## src/rtl/bram2reg_loader.sv

```systemverilog
// Restores the GPR file from a BRAM image: issues one word read per cycle for
// GPRs 1..NUM_REGS-1 and replays each returned word onto the register-file write port.
module bram2reg_loader #(
  parameter int          DATA_W    = 32,
  parameter int          ADDR_W    = 5,
  parameter int          NUM_REGS  = 32,
  parameter logic [31:0] BASE_ADDR = 32'h0,
  parameter int          RD_LAT    = 1
) (
  input  logic              clk,
  input  logic              rst,
  input  logic              start_i,
  output logic              busy_o,
  output logic              done_o,
  output logic              ram_clk,
  output logic              ram_rst,
  output logic              ram_en,
  output logic [3:0]        ram_we,
  output logic [31:0]       ram_addr,
  output logic [DATA_W-1:0] ram_wr_data,
  input  logic [DATA_W-1:0] ram_rd_data,
  output logic [ADDR_W-1:0] reg_addr_wr,
  output logic [DATA_W-1:0] reg_wd,
  output logic              reg_we
);

  localparam int IDX_W = ADDR_W + 1;

  localparam logic [1:0] S_IDLE  = 2'd0;
  localparam logic [1:0] S_ISSUE = 2'd1;
  localparam logic [1:0] S_DRAIN = 2'd2;
  localparam logic [1:0] S_DONE  = 2'd3;

  localparam logic [IDX_W-1:0] LAST_IDX = IDX_W'(NUM_REGS - 1);

  logic [1:0]       state;
  logic             start_q;
  logic             start_edge;
  logic [IDX_W-1:0] idx;

  // Read-tracking pipe: stage k holds the read issued k+1 cycles ago, so the
  // last stage lines up with ram_rd_data arriving RD_LAT cycles after issue.
  logic [RD_LAT-1:0] pipe_vld;
  logic [ADDR_W-1:0] pipe_idx [RD_LAT];

  assign ram_clk     = clk;
  assign ram_rst     = rst;
  assign ram_we      = 4'b0000;
  assign ram_wr_data = '0;

  assign start_edge = start_i & ~start_q;
  assign busy_o     = (state == S_ISSUE) || (state == S_DRAIN);
  assign done_o     = (state == S_DONE);

  // start_q resets high so a start_i already asserted across reset is not an edge.
  // NOTE: every sequential block uses non-blocking assignments so all registers
  // update from the same pre-edge values, independent of statement order.
  always_ff @(posedge clk) begin
    if (rst) begin
      state    <= S_IDLE;
      start_q  <= 1'b1;
      idx      <= '0;
      ram_en   <= 1'b0;
      ram_addr <= BASE_ADDR;
    end else begin
      start_q <= start_i;
      case (state)
        S_IDLE: begin
          if (start_edge) begin
            state    <= S_ISSUE;
            idx      <= IDX_W'(1);
            ram_en   <= 1'b1;
            ram_addr <= BASE_ADDR + 32'd4;
          end
        end
        S_ISSUE: begin
          if (idx == LAST_IDX) begin
            state  <= S_DRAIN;
            ram_en <= 1'b0;
          end else begin
            idx      <= idx + IDX_W'(1);
            ram_addr <= ram_addr + 32'd4;
          end
        end
        S_DRAIN: begin
          if (pipe_vld == '0) state <= S_DONE;
        end
        default: begin
          state <= S_IDLE;
        end
      endcase
    end
  end

  always_ff @(posedge clk) begin
    if (rst) begin
      pipe_vld <= '0;
    end else begin
      pipe_vld[0] <= ram_en;
      for (int k = 1; k < RD_LAT; k++) pipe_vld[k] <= pipe_vld[k-1];
    end
  end

  // NOTE: only the valid bits are reset; the index payload is qualified by
  // them, so leaving it unreset keeps the pipe a plain shift register.
  always_ff @(posedge clk) begin
    pipe_idx[0] <= idx[ADDR_W-1:0];
    for (int k = 1; k < RD_LAT; k++) pipe_idx[k] <= pipe_idx[k-1];
  end

  // Write port is registered so reg_we/addr/data are stable for a whole cycle.
  always_ff @(posedge clk) begin
    if (rst) begin
      reg_we      <= 1'b0;
      reg_addr_wr <= '0;
      reg_wd      <= '0;
    end else begin
      reg_we <= pipe_vld[RD_LAT-1];
      if (pipe_vld[RD_LAT-1]) begin
        reg_addr_wr <= pipe_idx[RD_LAT-1];
        reg_wd      <= ram_rd_data;
      end
    end
  end

endmodule
```

## config.mk

```make
export PLATFORM = sky130hd
export DESIGN_NAME = bram2reg_loader
export DESIGN_NICKNAME = d
export VERILOG_FILES = /design/src/rtl/bram2reg_loader.sv
export SDC_FILE = /design/constraint.sdc
export NUM_CORES = 1
export LEC_CHECK = 0
export CORE_MARGIN = 3
export CORE_UTILIZATION = 35
export CTS_CLUSTER_SIZE = 8
export DETAILED_ROUTE_END_ITERATION = 7
export PLACE_DENSITY = 0.66
export SETUP_SLACK_MARGIN = 0.4
export SLEW_MARGIN = 20
export SYNTH_ARGS = -nofsm -noshare
export SYNTH_HDL_FRONTEND = slang
export SYNTH_SLANG_ARGS = --single-unit
```

## constraint.sdc

```tcl
create_clock -name clk -period 2.8 [get_ports clk]
set_clock_uncertainty 0.15 [all_clocks]
set_input_delay 0.56 -clock clk [delete_from_list [all_inputs] [get_ports clk]]
set_output_delay 0.56 -clock clk [all_outputs]
set_load 0.02 [all_outputs]
```

==> run metrics <==
Final Max Slew Viols=0; flip-flop and latch count after synthesis=84; number of warnings issued by yosys=0; number of maximum-capacitance violations=0; proportion of power drawn by flip-flops and latches=42.8%; synth cell count leaders=84 x sky130_fd_sc_hd__dfxtp_1, 61 x sky130_fd_sc_hd__nor2_1, 40 x sky130_fd_sc_hd__buf_4; destination of the worst register-to-register timing path=ram_addr[31]; maximum fanout encountered on the critical timing path=2; CP Class=clock port to output pin; Final Worst Setup Slack=0.3777 ns; row count=37; Die Footprint=0.01223 mm^2; placed cell areas=roughly 0.005 mm^2; hold violation total from the final report=0; number of vias per cell after detailed routing=a little under 5; prevailing post-synth register cell=sky130_fd_sc_hd__dfxtp_1; initial antenna violation count=0; worst setup path endpoint=ram_clk; maximum vdd ir drop=282.1 uV; total grt overflow=0; kind of end point of the critical path=output pin; share of post-route cells with drive strength above 1=about 8.1%; net switching power figure=~1 mW; pre-CTS setup slack=approximately 0.18 ns; Register-to-Register Path Depth=6; TritonCTS clock tree=yes; most instantiated library cell after synthesis=sky130_fd_sc_hd__dfxtp_1; count of cells along the worst hold path=0; fraction of power spent switching nets=32.51%; number of distinct standard cells referenced by the synthesized netlist=48; sort of element at the start of the critical path=clock port; Final Cell Area=0.005151 mm^2; starting utilization of the core area=a little over a third; share of synthesized flip-flops with an asynchronous set or reset=0%; count of antenna-violating nets left after detailed routing=0; combinational fraction of design power=approximately 26%; WP data required=between 2 and 2.5 ns; RD Place Congestion=0.8214; Post-Route WL=around 9.7 mm; Mapped Area=0.003830 mm^2; r2r startpoint=idx[0]; Cell Count, Final, Fillers Out=693; horizontal extent of the die=roughly 110 um; first-pass GRT wire length=between 15 and 20 mm; Wirelength per Cell=13.95 um; Final Net Count=593; path category of the worst min-delay check=flip-flop to flip-flop; Post-Synthesis Cells=between 400 and 500; Post-DP HPWL=around 7 mm; post-layout power=3.055 mW; per-instance average area after synthesis=8.704 um^2; setup repair after global routing missed its margin=yes; run status=finished clean; detailed-routing iteration count for the pre-antenna-repair pass=4; launching element of the worst setup path=clk; fraction of power consumed by the clock network=a little under a third; area fraction of the dominant cell type after synthesis=43.91%; Worst slew margin=57.20%; Core Region=0.01046 mm^2; pin count of the biggest net entering global routing=64; area added between synthesis and finish=34.50%; number of enable-type register cells in the synthesized netlist=0; count of port buffers added during placement=107; CP Data Arrival Time=about 1.7 ns; number of buffers inserted by post-CTS setup repair=0; vias after detailed routing=3386; diode count=0; DIE HEIGHT=110.6 um; Ports=146; Final Setup Violations=0; startpoint of the worst hold path=idx[1]; leakage=1.898 nW; slew at the pin with the worst max-slew slack=roughly 0.64 ns; leading cell types by total area after synthesis=sky130_fd_sc_hd__dfxtp_1 44%, sky130_fd_sc_hd__mux2i_1 9.9%, sky130_fd_sc_hd__buf_4 7.8%; vias in the first global route=3168; post-CTS clock slew at the launch and capture registers of the worst setup and hold paths=about 0.080 ns; global-route usage over all layers=between 10% and 20%; Iter 0 DRT Violations=274; Post-Route Setup TNS=0 ns; number of placed instances with taps included=674; cell internal power dissipation=between 2 and 2.5 mW; power density over cell area=593.1 mW/mm^2; fraction of the yosys area taken by sequential cells=43.91%; later-pin clock latency in the skew report=between 0.4 and 0.5 ns; Post-route DRC=0; reg2reg setup slack=0.63 ns; post-synthesis cell type with the largest combined area=sky130_fd_sc_hd__dfxtp_1
==> state kept, by name, summed over array words and instances, names as in the netlist <==
name         flops
pipe_vld         1
reg_we           1
idx              6
reg_addr_wr      5
reg_wd          32
ram_addr        30
ram_en           1
start_q          1
pipe_idx         5
state            2
==> power groups by stage <==
| stage | sequential [mW] | combinational, mW | clock (mW) |
|---|---|---|---|
| 3_5_place_dp | 1.34 | 0.794 | 0.0480 |
| 2_1_floorplan | 1.39 | 0.475 | 0.0417 |
| 3_3_place_gp | 1.33 | 0.779 | 0.0480 |
| 4_1_cts | 1.31 | 0.790 | 0.967 |
| 6_report | 1.31 | 0.784 | 0.963 |
| 5_1_grt | 1.32 | 0.861 | 1.05 |
==> routing by layer <==
metal  global-route usage [%]  up-vias  share of wire, %
met5                        0        -                 0
met4                    4.269        0              0.39
met3                    4.329        3               7.5
met2                    24.56      153                46
met1                    21.62     1542                47
li1                         -     1688                 -
==> worst max-delay path, stage by stage <==
cell and delay (ns):
sky130_fd_sc_hd__buf_8 0.09, sky130_fd_sc_hd__buf_8 0.10, sky130_fd_sc_hd__buf_6 0.12
==> stage by stage <==
step	hold WS, ns	utilization (%)
CTS	0.2546	49.17
finish	0.2550	49.23
detailed placement	0.2486	47.11
global route	0.2686	49.23
floorplan	0.2181	-
global placement	0.2321	47.11
==> what timing repair did <==
action | 4_1_cts | 5_1_grt
cloned | 0 | 0
resized for setup | 5 | 7
hold buffers | 0 | 0
endpoints found under the setup margin | 3 | 3
==> area by class of cell <==
type	instances	area, um^2
fillers	1019	5311
inverters	12	45.04
well taps	136	170.2
clock buffers	14	182.7
flip-flops and latches	84	1684
repair buffers	119	1154
clock inverters	6	48.80
multi-input cells	322	1867
==> placed cells by master, fill, tap and decap left out, types with 2 or more instances in the layout <==
cell type                         synthesis  routed
sky130_fd_sc_hd__inv_1                   12      12
sky130_fd_sc_hd__a21oi_1                 25      25
sky130_fd_sc_hd__nor2b_1                  4       4
sky130_fd_sc_hd__nor3_1                   7       7
sky130_fd_sc_hd__nand2_1                 36      36
sky130_fd_sc_hd__clkbuf_8                 0      10
sky130_fd_sc_hd__mux2i_1                 38      38
sky130_fd_sc_hd__nand4_2                  2       2
sky130_fd_sc_hd__buf_8                    0       2
sky130_fd_sc_hd__or2_2                    2       2
sky130_fd_sc_hd__or3_1                    6       6
sky130_fd_sc_hd__buf_4                   40      13
sky130_fd_sc_hd__and3_1                   3       3
sky130_fd_sc_hd__nand4_1                  8       8
sky130_fd_sc_hd__nand3_1                 14      14
sky130_fd_sc_hd__conb_1                   1      38
sky130_fd_sc_hd__dfxtp_1                 84      82
sky130_fd_sc_hd__inv_6                    0       2
sky130_fd_sc_hd__nor2_1                  61      61
sky130_fd_sc_hd__dlygate4sd2_1            0       2
sky130_fd_sc_hd__a31oi_1                 13      13
sky130_fd_sc_hd__clkinvlp_4               0       3
sky130_fd_sc_hd__nand2b_1                 3       3
sky130_fd_sc_hd__o31ai_1                  2       2
sky130_fd_sc_hd__o22ai_1                  2       2
sky130_fd_sc_hd__dfxtp_2                  0       2
sky130_fd_sc_hd__nand3b_1                 2       2
sky130_fd_sc_hd__a311oi_1                 3       3
sky130_fd_sc_hd__a22oi_1                  2       2
sky130_fd_sc_hd__o21ai_0                 21      21
sky130_fd_sc_hd__clkdlybuf4s50_1          0     102
sky130_fd_sc_hd__a211oi_1                 6       6
sky130_fd_sc_hd__ha_1                     6       6
==> kinds of logic (layout without fill, tap and decap cells) <==
family | count (synthesis) | in the layout | share of synthesized area [%]
simple gates | 157 | 157 | 19.93
compound gates | 82 | 82 | 12.97
flops | 84 | 84 | 43.91
other cells | 1 | 38 | 0.09791
buf+inv | 71 | 151 | 10.98
fa+ha+maj | 6 | 6 | 1.960
mux | 38 | 38 | 9.931
xor+xnor | 1 | 1 | 0.2287
==> how the worst min path moves through the flow <==
stage                     end  slack (ns)
6_report       pipe_idx[0][1]        0.26
2_1_floorplan  pipe_idx[0][1]        0.22
4_1_cts        pipe_idx[0][4]        0.25
3_3_place_gp   pipe_idx[0][1]        0.23
3_5_place_dp   pipe_idx[0][1]        0.25
5_1_grt        pipe_idx[0][1]        0.27
Note: power is estimated with default switching activity, not from simulation.
